### src/rtl/booth_pkg.sv
`default_nettype none
// ============================================================================
// Module      : booth_pkg
// Description : Shared widths, iteration count, FSM state encoding and the
//               true-sign helper for the radix-2 Booth multiplier.
// Revision    : 1.0  initial release
// ============================================================================
package booth_pkg;

  // Operand width and number of Booth iterations.
  localparam int C_OP_W  = 8;
  localparam int C_CNT_W = 4;
  localparam logic [C_CNT_W-1:0] C_ITERS = 4'd8;

  // Controller state encoding.
  typedef logic [1:0] state_t;
  localparam state_t C_ST_IDLE  = 2'd0;
  localparam state_t C_ST_ADD   = 2'd1;
  localparam state_t C_ST_SHIFT = 2'd2;
  localparam state_t C_ST_DONE  = 2'd3;

  // Sign of the exact 9-bit result of A + X (+cin).
  // When both addends share a sign and the 8-bit sum flips it, the sum has
  // overflowed and the real sign is that of the addends.
  function automatic logic booth_true_sign(input logic a7,
                                           input logic x7,
                                           input logic s7);
    booth_true_sign = ((a7 == x7) && (s7 != a7)) ? a7 : s7;
  endfunction

endpackage
`default_nettype wire

### src/rtl/eight_bit_adder_subractor.sv
`default_nettype none
// ============================================================================
// Module      : eight_bit_adder_subractor
// Description : 8-bit adder/subtractor. cin=0 gives i0+i1, cin=1 gives
//               i0-i1 (i1 inverted and cin injected as the +1).
// Revision    : 1.0  initial release
// ============================================================================
module eight_bit_adder_subractor
  import booth_pkg::*;
(
  input  logic [C_OP_W-1:0] i0,
  input  logic [C_OP_W-1:0] i1,
  input  logic              cin,
  output logic [C_OP_W-1:0] sum
);

  logic [C_OP_W-1:0] w_x;

  // Conditionally invert the second operand, then add with carry-in.
  always_comb begin
    w_x = i1 ^ {C_OP_W{cin}};
    sum = i0 + w_x + {{(C_OP_W-1){1'b0}}, cin};
  end

endmodule
`default_nettype wire

### src/rtl/booth_mul_ctrl.sv
`default_nettype none
// ============================================================================
// Module      : booth_mul_ctrl
// Description : Sequential radix-2 Booth multiplier, 8x8 signed -> 16 signed.
//               IDLE -> (ADD -> SHIFT) x8 -> DONE -> IDLE.
//               Optional macro BOOTH_FAST_EN merges the add and the shift
//               into the ADD state so SHIFT is never visited.
// Revision    : 1.0  initial release
// ============================================================================
module booth_mul_ctrl
  import booth_pkg::*;
(
  input  logic                clk,
  input  logic                rst,
  input  logic                start,
  input  logic [C_OP_W-1:0]   multiplicand,
  input  logic [C_OP_W-1:0]   multiplier,
  output logic                busy,
  output logic                done,
  output logic [2*C_OP_W-1:0] product
);

  state_t               r_state;
  state_t               w_state_next;

  logic [C_OP_W-1:0]    r_a;
  logic [C_OP_W-1:0]    r_q;
  logic [C_OP_W-1:0]    r_m;
  logic                 r_q_1;
  logic [C_CNT_W-1:0]   r_count;
  logic [2*C_OP_W-1:0]  r_product;

`ifndef BOOTH_FAST_EN
  // Sign of the exact add result, kept from ADD so SHIFT can feed A[7]
  // correctly even when the 8-bit A has overflowed.
  logic                 r_sign;
`endif

  logic                 w_op_sub;
  logic                 w_op_add;
  logic                 w_cin;
  logic [C_OP_W-1:0]    w_sum;
  logic [C_OP_W-1:0]    w_a_next;
  logic                 w_sign_next;
  logic [C_OP_W-1:0]    w_a_pre;
  logic                 w_sign_pre;
  logic [C_OP_W-1:0]    w_a_sh;
  logic [C_OP_W-1:0]    w_q_sh;
  logic                 w_last;

  // The single arithmetic unit: A +/- M.
  eight_bit_adder_subractor u_addsub (
    .i0  (r_a),
    .i1  (r_m),
    .cin (w_cin),
    .sum (w_sum)
  );

  // Booth decode, operation select and the shifted {A,Q} candidate.
  always_comb begin
    w_op_sub    = (r_q[0] == 1'b1) && (r_q_1 == 1'b0);
    w_op_add    = (r_q[0] == 1'b0) && (r_q_1 == 1'b1);
    w_cin       = w_op_sub;
    w_a_next    = (w_op_sub || w_op_add) ? w_sum : r_a;
    w_sign_next = (w_op_sub || w_op_add)
                ? booth_true_sign(r_a[C_OP_W-1], r_m[C_OP_W-1] ^ w_cin,
                                  w_sum[C_OP_W-1])
                : r_a[C_OP_W-1];
`ifdef BOOTH_FAST_EN
    w_a_pre     = w_a_next;
    w_sign_pre  = w_sign_next;
`else
    w_a_pre     = r_a;
    w_sign_pre  = r_sign;
`endif
    w_a_sh      = {w_sign_pre, w_a_pre[C_OP_W-1:1]};
    w_q_sh      = {w_a_pre[0], r_q[C_OP_W-1:1]};
    w_last      = (r_count == 4'd1);
  end

  // State register.
  always_ff @(posedge clk) begin
    if (rst) begin
      r_state <= C_ST_IDLE;
    end else begin
      r_state <= w_state_next;
    end
  end

  // Next-state logic.
  always_comb begin
    w_state_next = r_state;
    case (r_state)
      C_ST_IDLE:  w_state_next = start ? C_ST_ADD : C_ST_IDLE;
`ifdef BOOTH_FAST_EN
      C_ST_ADD:   w_state_next = w_last ? C_ST_DONE : C_ST_ADD;
      C_ST_SHIFT: w_state_next = C_ST_IDLE;
`else
      C_ST_ADD:   w_state_next = C_ST_SHIFT;
      C_ST_SHIFT: w_state_next = w_last ? C_ST_DONE : C_ST_ADD;
`endif
      C_ST_DONE:  w_state_next = C_ST_IDLE;
      default:    w_state_next = C_ST_IDLE;
    endcase
  end

  // Output decode: busy covers every non-IDLE state, done marks DONE.
  always_comb begin
    busy    = (r_state != C_ST_IDLE);
    done    = (r_state == C_ST_DONE);
    product = r_product;
  end

  // Datapath registers: operand capture, add, shift and product latch.
  always_ff @(posedge clk) begin
    if (rst) begin
      r_a       <= '0;
      r_q       <= '0;
      r_m       <= '0;
      r_q_1     <= 1'b0;
      r_count   <= '0;
      r_product <= '0;
`ifndef BOOTH_FAST_EN
      r_sign    <= 1'b0;
`endif
    end else begin
      case (r_state)
        C_ST_IDLE: begin
          if (start) begin
            r_a     <= '0;
            r_q     <= multiplier;
            r_q_1   <= 1'b0;
            r_m     <= multiplicand;
            r_count <= C_ITERS;
          end
        end
`ifdef BOOTH_FAST_EN
        C_ST_ADD: begin
          r_a     <= w_a_sh;
          r_q     <= w_q_sh;
          r_q_1   <= r_q[0];
          r_count <= r_count - 4'd1;
          if (w_last) begin
            r_product <= {w_a_sh, w_q_sh};
          end
        end
`else
        C_ST_ADD: begin
          r_a    <= w_a_next;
          r_sign <= w_sign_next;
        end
        C_ST_SHIFT: begin
          r_a     <= w_a_sh;
          r_q     <= w_q_sh;
          r_q_1   <= r_q[0];
          r_count <= r_count - 4'd1;
          if (w_last) begin
            r_product <= {w_a_sh, w_q_sh};
          end
        end
`endif
        default: begin
        end
      endcase
    end
  end

endmodule
`default_nettype wire

### config.mk
export PLATFORM = sky130hd
export DESIGN_NAME = booth_mul_ctrl
export DESIGN_NICKNAME = d
export VERILOG_FILES = /design/src/rtl/booth_pkg.sv /design/src/rtl/eight_bit_adder_subractor.sv /design/src/rtl/booth_mul_ctrl.sv
export SDC_FILE = /design/constraint.sdc
export NUM_CORES = 1
export LEC_CHECK = 0
export CORE_MARGIN = 1.5
export CORE_UTILIZATION = 46
export DETAILED_ROUTE_END_ITERATION = 8
export PLACE_DENSITY = 0.69
export SKIP_CTS_REPAIR_TIMING = 1
export SLEW_MARGIN = 15
export SYNTH_ARGS = -nofsm -noshare
export SYNTH_HDL_FRONTEND = slang
export SYNTH_HIERARCHICAL = 1
export SYNTH_SLANG_ARGS = --single-unit
### constraint.sdc
create_clock -name clk -period 4.36 [get_ports clk]
set_input_delay 0.872 -clock clk [delete_from_list [all_inputs] [get_ports clk]]
set_output_delay 0.872 -clock clk [all_outputs]
set_load 0.05 [all_outputs]
# [Yosys cells after proc, flatten, opt, wreduce, memory -nomap -nowiden]
# Cells that the tools add are included.
[word_totals] regBits=48 in_bits=19 output_inout_bits=18 word_cells=49
[op_classes] n_addsub=3 n_eq_ne=8 muxes=14 n_bitwise=4 reduce_logical=12
[op_table] operator="2-to-1 mux 8 bit" count=3
[op_table] operator="case mux 8 bit (3 select lines)" count=1
[op_table] operator="case mux 8 bit (2 select lines)" count=1
[op_table] operator="adder 8 x 1 -> 8 bit" count=1
[op_table] operator="adder 8 bit" count=1
[op_table] operator="case mux 2 bit (4 select lines)" count=1
[op_table] operator="case mux 4 bit (2 select lines)" count=1
[op_table] operator="bitwise XOR 8 bit" count=1
[op_table] operator="AND reduction 2 bit" count=3
[op_table] operator="== test 2 bit, second input constant" count=2
[op_table] operator="== test 4 x 1 -> 1 bit, second input constant" count=1
[op_table] operator="2-to-1 mux 1 bit" count=4
[op_table] operator="2-to-1 mux 4 bit" count=1
[op_table] operator="inequality test 2 bit, second input constant" count=2
[op_table] operator="nonzero test 2 bit" count=2
[op_table] operator="subtractor 4 x 1 -> 4 bit, second input constant" count=1
[op_table] operator="logical AND 1 bit" count=3
[op_table] operator="AND reduction 3 bit" count=1
[op_table] operator="nonzero test 3 bit" count=1
[op_table] operator="== test 2 x 1 -> 1 bit, second input constant" count=1
[op_table] operator="zero test 2 bit" count=1
[op_table] operator="2-to-1 mux 2 bit" count=1
[op_table] operator="NOT 1 bit" count=2
[op_table] operator="case mux 1 bit (2 select lines)" count=1
[op_table] operator="other kinds (4)" count=4

# [Longest topological paths before layout]
# Gate-level depths: netlist of the first run.
[depth] depth_word=9 depth_mapped=13 depth_no_buf=11

# [Cells and area by module]
# Netlist of the first run, hierarchy kept.
[by_module_without_submodules] module="booth_mul_ctrl" n_inst=1 cells_each=245 area_per_inst_um2=2159.6 seq_area_each_um2=960.9
[by_module_without_submodules] module="eight_bit_adder_subractor" n_inst=1 cells_each=45 area_per_inst_um2=414.1 seq_area_each_um2=0.0

# [Least setup slack after synthesis of the first run]
# No wires, ideal clock.
[synth_path] path_kind="reg-to-reg" from="register r_q_1" to="register r_sign" setup_time_ns=0.091 arrival_ns=2.528 t_required_ns=4.269 setup_slack_ns=1.741 stages_incl_launch_ff=14 path_buffers=2 period_less_slack_ns=2.619 cell_sequence="dfxtp_1 -> inv_1 -> ha_1 -> buf_6 -> xor2_1 -> ha_1 -> buf_6 -> and4_1 -> a211o_2 -> o221ai_2 -> xnor2_1 -> nor2b_1 -> o21ai_0 -> a311oi_1"
[synth_via] elab_chain_len=9 elab_cells_between_ends=13 cone_classes="add/sub (2); eq/ne (2); mux (2); bitwise (3); reduce/logical (4)"
[synth_rtl] element="from (decl)" line="booth_mul_ctrl.sv:29" rtl="logic r_q_1;"
[synth_rtl] element="from (signal assigned)" line="booth_mul_ctrl.sv:155" rtl="r_q_1 <= r_q[0];"
[synth_rtl] element="NOT 1 bit (*)" line="booth_mul_ctrl.sv:61" rtl="w_op_sub = (r_q[0] == 1'b1) && (r_q_1 == 1'b0);"
[synth_rtl] element="logical AND 1 bit (*)" line="booth_mul_ctrl.sv:61"
[synth_rtl] element="named net w_cin" line="booth_mul_ctrl.sv:41" rtl="logic w_cin;"
[synth_rtl] element="bitwise XOR 8 bit" line="eight_bit_adder_subractor.sv:21" rtl="w_x = i1 ^ {C_OP_W{cin}};"
[synth_rtl] element="adder 8 bit" line="eight_bit_adder_subractor.sv:22" rtl="sum = i0 + w_x + {{(C_OP_W-1){1'b0}}, cin};"
[synth_rtl] element="adder 8 x 1 -> 8 bit" line="eight_bit_adder_subractor.sv:22"
[synth_rtl] element="inequality test 1 bit" line="booth_pkg.sv:28" rtl="booth_true_sign = ((a7 == x7) && (s7 != a7)) ? a7 : s7;"
[synth_rtl] element="logical AND 1 bit" line="booth_pkg.sv:28"
[synth_rtl] element="2-to-1 mux 1 bit" line="booth_pkg.sv:28"
[synth_rtl] element="2-to-1 mux 1 bit (*)" line="booth_mul_ctrl.sv:66" rtl="? booth_true_sign(r_a[C_OP_W-1], r_m[C_OP_W-1] ^ w_cin,"
[synth_rtl] element="to (signal assigned)" line="booth_mul_ctrl.sv:150" rtl="r_sign <= w_sign_next;"
[synth_rtl] element="to (decl)" line="booth_mul_ctrl.sv:36" rtl="logic r_sign;"
# The timed path passes the listed nets; every way through them passes the cells marked *.
# A chain may end at the register's enable or synchronous reset.

# [Worst setup path in the final report of the first run]
[layout_path] from="register r_state[1]" to="output port busy"
[layout_via] elab_chain_len=1
[layout_rtl] element="from (decl)" line="booth_mul_ctrl.sv:23" rtl="state_t r_state;"
[layout_rtl] element="from (signal assigned)" line="booth_mul_ctrl.sv:86" rtl="r_state <= w_state_next;"
[layout_rtl] element="nonzero test 2 bit" line="booth_mul_ctrl.sv:109" rtl="busy = (r_state != C_ST_IDLE);"
[layout_rtl] element="to (decl)" line="booth_mul_ctrl.sv:18" rtl="output logic busy,"
# No other way between the ends.

==> metrics.txt, run 1 <==
Yosys cell types=45; clk root buf=clkbuf_8; Post-Syn Area per Cell=8.87 um2; core area=5440 um2; EDFF count, synth=0; IO buf count=36; crit path DAT=2.16 ns; Overflow after GRT=0; worst slew pin tran=0.975 ns; Sink Count=48; area share of the largest cell type after synthesis=37.3%; Routed WL per cell=13.3 um; initial antenna violation count=0; Cell Pwr Density=352 nW/um2; # H-tree levels=2; outcome=finished clean; Async S/R FF share, synth=0%; die width=77.8 um; type of origin of the critical path=flip-flop; Worst-Skew Late Latency=0.30 ns; maximum vdd drop=0.177 mV; crit path max fanout=13; Die Span Y=77.8 um; Layout Cells excl Fill=387; Fin. Hold Viols=0; TritonCTS Buffers=5; Tmin final=3.04 ns; Yosys warning total=6; CTS tree=done; # diodes=0; Initial Util=47.3%; worst relative slew slack=35.0%; worst min path class=flip-flop to flip-flop; via/cell ratio=5.34; Syn-to-layout area delta=16.3%; synth top area cells=dfxtp_1 (37%), nand2_1 (7.9%), a21oi_1 (7.4%), ha_1 (7.3%), a211oi_2 (4.4%); clock skew after layout=0.00614 ns; share of cells above drive strength 1=8.89%; initial DRC count=119; final wirelength=5140 um; Slew Viols, Final=0; RSZ-0062 raised after global routing=no; largest net degree at the start of global routing=49; DP HPWL=3650 um; sequential fraction of the synthesis area=37.3%; Placed Instances=379; Nets=349; Fin Setup TNS=0 ns; dpl ws=1.42 ns; DR pass1 iterations=5; die area=6050 um2; vias=2,065; cell area after synthesis=2570 um2; DRC=0; clock transition at the registers of the reported paths=0.08 ns; Total Routing Usage GR=17.9%; CTS Buffer Depth=2; #FFs+latches synth=48; gp weighted congestion=0.832; I/O pin cnt=37; Synth Flop Type=dfxtp_1; num rows=27; Max Clock Freq=0.329 GHz; CP Class=flip-flop to output pin; max_cap viols=0; final worst slack=1.32 ns; Final Cycle Share=69.6%; Critical Path RT=3.49 ns; Syn Inst Count=290; P_leak=1.12 nW; # setup viols final=0; syn_nets=325; first-pass GRT wire length=8670 um; Yosys top cell by area=dfxtp_1; Final ANT Viol Nets=0; number of global-route vias before repair=1,847; Worst setup EP type=output pin
==> cells by family after synthesis <==
family	Yosys count	share of synthesized area, %
fa+ha+maj	16	8.07
flops	48	37.3
simple gates	103	19.0
buf+inv	26	6.22
mux	10	4.08
xor+xnor	15	5.10
compound gates	72	20.2
==> critical path, stage by stage, from the launching register on <==
cell             delay, ns
dfxtp_1               0.46
inv_1                 0.10
ha_1                  0.38
inv_1                 0.12
clkdlybuf4s50_1       0.80
==> placed cells by master (no fill, tap or decap), drive strengths merged <==
cell / count
a21oi: 40
inv: 7
a22o: 8
mux2i: 9
nand3: 12
a2111o: 1
nor3b: 1
buf: 1
o31ai: 1
fa: 1
bufinv: 1
o21ai: 4
o221ai: 1
ha: 15
nand3b: 1
or2b: 1
nor2b: 5
nor2: 14
a221oi: 1
mux2: 1
o21a: 1
xnor2: 6
dfxtp: 48
and3: 2
a311oi: 2
a211oi: 9
and4: 2
nand4: 8
clkdlybuf4s50: 35
a21o: 2
a211o: 1
a2bb2oi: 1
clkbuf: 6
nand2b: 1
xor2: 9
or3: 1
nand2: 54
clkinv: 1
nor4: 1
==> state kept, by name, summed over array words and instances, names as in the netlist <==
register,count
product,16
r_a,8
r_m,8
r_q,8
r_count,4
r_state,2
r_q_1,1
r_sign,1
==> through the flow <==
step | instance area (um2) | utilization (%) | total power (W) | hold WS [ns]
finish | 2990 | 55.0 | 0.00105 | 0.458
global route | 2990 | 55.0 | 0.00111 | 0.476
CTS | 2990 | 55.0 | 0.00106 | 0.459
detailed placement | 2890 | 53.0 | 0.000750 | 0.446
global placement | 2890 | 53.0 | 0.000747 | 0.442
floorplan | 2570 | - | 0.000708 | 0.440
==> cell usage after synthesis (3+ instances only) <==
| master | n |
|---|---|
| mux2i_1 | 9 |
| clkbuf_1 | 7 |
| buf_6 | 4 |
| a21oi_1 | 38 |
| nand2_1 | 54 |
| nor2b_1 | 5 |
| nand4_1 | 8 |
| nand3_1 | 10 |
| xor2_1 | 9 |
| dfxtp_1 | 48 |
| xnor2_1 | 6 |
| buf_2 | 4 |
| inv_1 | 7 |
| ha_1 | 15 |
| nor2_1 | 13 |
| a211oi_2 | 9 |
| o21ai_0 | 3 |
| a22o_1 | 8 |
==> final timing paths <==
kind / start / end / slack (ns) / cells past startpoint
worst max-delay path: r_state[1] / busy / 1.32 / 4
worst min-delay path: product[4] / product[4] / 0.46 / 2
worst max register to register: r_q[0] / r_sign / 1.40 / 10
worst min register to register: product[4] / product[4] / 0.46 / 2
==> cell type report <==
| type | count | area [um2] |
|---|---|---|
| Clock inverter | 2 | 35.0 |
| Timing Repair Buffer | 36 | 355 |
| Tap cell | 72 | 90.1 |
| Fill cell | 543 | 2450 |
| Clock buffer | 6 | 72.6 |
| Multi-Input combinational cell | 216 | 1450 |
| Inverter | 7 | 26.3 |
| Sequential cell | 48 | 961 |
==> metal layers <==
metal,routed length [um],vias up,global-route usage [%]
met5,0,-,0
met2,2270,59,28.6
met3,247,9,4.00
li1,-,1058,-
met1,2550,939,23.8
met4,74,0,5.45
==> power breakdown <==
group	internal, W	switching (W)
Sequential	0.000463	0.0000233
Clock	0.000170	0.000143
Combinational	0.000106	0.000149
No activity file was read; power rests on OpenSTA's default activity.
==> run 2, diff against run 1 <==
==> constraint.sdc (replaced) <==
create_clock -name clk -period 2.9 [get_ports clk]
set_input_delay 0.58 -clock clk [delete_from_list [all_inputs] [get_ports clk]]
set_output_delay 0.58 -clock clk [all_outputs]
set_load 0.05 [all_outputs]
==> metrics.txt, run 2 (synthesis results as in run 1) <==
Overflow after GRT=0 (unchanged); clock transition at the registers of the reported paths=0.09 ns (was 0.08 ns); worst slew pin tran=0.935 ns (was 0.975 ns); DP HPWL=3660 um (was 3650 um); Hold Crit Depth=2 (unchanged); # diodes=0 (unchanged); number of global-route vias before repair=1,871 (was 1,847); Worst setup EP type=flip-flop (was output pin); I/O pin cnt=37 (unchanged); crit path max fanout=7 (was 13); initial antenna violation count=0 (unchanged); CTS Buffer Depth=2 (unchanged); Syn-to-layout area delta=19.1% (was 16.3%); initial DRC count=96 (was 119); leading cell type in the layout, fill and taps excluded=nand2_1 (unchanged); DRC=0 (unchanged); Largest register FFs=16 (unchanged); num rows=27 (unchanged); Die Span Y=77.8 um (unchanged); cell depth of the worst flop-to-flop path=10 (unchanged); CP Class=flip-flop to flip-flop (was flip-flop to output pin); Routed WL per cell=13.0 um (was 13.3 um); IO buf count=36 (unchanged); Sink Count=48 (unchanged); TritonCTS Buffers=5 (unchanged); worst relative slew slack=37.7% (was 35.0%); Nets=354 (was 349); die width=77.8 um (unchanged); via/cell ratio=5.18 (was 5.34); die area=6050 um2 (unchanged); max_cap viols=0 (unchanged); type of origin of the critical path=flip-flop (unchanged); Cell Pwr Density=539 nW/um2 (was 352 nW/um2); Worst R2R Setup Slack=0.23 ns (was 1.40 ns); final wirelength=5100 um (was 5140 um); clk root buf=clkbuf_8 (unchanged); gp weighted congestion=0.880 (was 0.832); Worst-Skew Late Latency=0.31 ns (was 0.30 ns); outcome=finished clean (unchanged); RSZ-0062 raised after global routing=no (unchanged); core area=5440 um2 (unchanged); Max Clock Freq=0.374 GHz; Fin Setup TNS=0 ns (unchanged); CTS tree=done (unchanged); Fin. Hold Viols=0 (unchanged); # H-tree levels=2 (unchanged); maximum vdd drop=0.272 mV (was 0.177 mV); worst min path class=flip-flop to flip-flop (unchanged); # setup viols final=0 (unchanged); Final Cycle Share=92.1%; Total Routing Usage GR=18.2% (was 17.9%); first-pass GRT wire length=8820 um (was 8670 um); Critical Path RT=3.12 ns (was 3.49 ns); P_leak=1.15 nW (was 1.12 nW); largest net degree at the start of global routing=49 (unchanged); Tmin final=2.67 ns; Initial Util=47.3% (unchanged); crit path DAT=2.90 ns (was 2.16 ns); most frequent cells in the layout=nand2_1 (54), dfxtp_1 (48), a21oi_1 (38), clkdlybuf4s50_1 (35), ha_1 (14) (was nand2_1 (54), dfxtp_1 (48), a21oi_1 (38), clkdlybuf4s50_1 (35), ha_1 (15)); Slew Viols, Final=0 (unchanged); share of cells above drive strength 1=11.3% (was 8.89%); vias=2,030 (was 2,065); Final ANT Viol Nets=0 (unchanged); DR pass1 iterations=4 (was 5); clock skew after layout=0.00753 ns (was 0.00614 ns); Pwr Total=0.00165 W (was 0.00105 W)
## run 2: area by class of cell
cell class,count,area (um2)
Fill cell,517,2370
Clock buffer,6,82.6
Sequential cell,48,961
Tap cell,72,90.1
Timing Repair Buffer,41,393
Inverter,7,26.3
Multi-Input combinational cell,216,1470
Clock inverter,2,38.8
## run 2: stage by stage
| step | utilization (%) | std cells | hold WS, ns | area, um2 | setup slack [ns] |
|---|---|---|---|---|---|
| floorplan | - | 290 | 0.440 | 2570 | 0.281 |
| global placement | 53.7 | 384 | 0.442 | 2920 | 0.210 |
| detailed placement | 53.7 | 384 | 0.446 | 2920 | 0.103 |
| CTS | 56.0 | 392 | 0.459 | 3040 | 0.0400 |
| global route | 56.3 | 392 | 0.480 | 3060 | 0.0287 |
| finish | 56.3 | 392 | 0.456 | 3060 | 0.229 |
## run 2: routing by layer
layer	GRT usage (%)	vias up	wire (um)
met1	24.4	913	2490
met3	4.00	6	215
met5	0	-	0
met4	6.00	0	69
met2	28.7	43	2330
li1	-	1068	-
## run 2: final timing paths
check | start | to
max | r_q[0] | r_sign
min | product[1] | product[1]
max reg2reg | r_q[0] | r_sign
min reg2reg | product[1] | product[1]
## run 2: critical path, cell delays in order (launching register included)
cell,delay [ns]
dfxtp_1,0.43
ha_4,0.24
xor2_1,0.17
ha_1,0.31
and4_1,0.21
a211o_2,0.35
o221ai_2,0.18
xnor2_1,0.20
nor2b_1,0.17
o21ai_0,0.07
a311oi_1,0.25
## run 2: power by group
part / internal, W / switching (W) / leakage, nW
clock network: 0.000282 / 0.000237 / 0.0614
logic: 0.000176 / 0.000226 / 0.701
registers: 0.000696 / 0.0000353 / 0.391
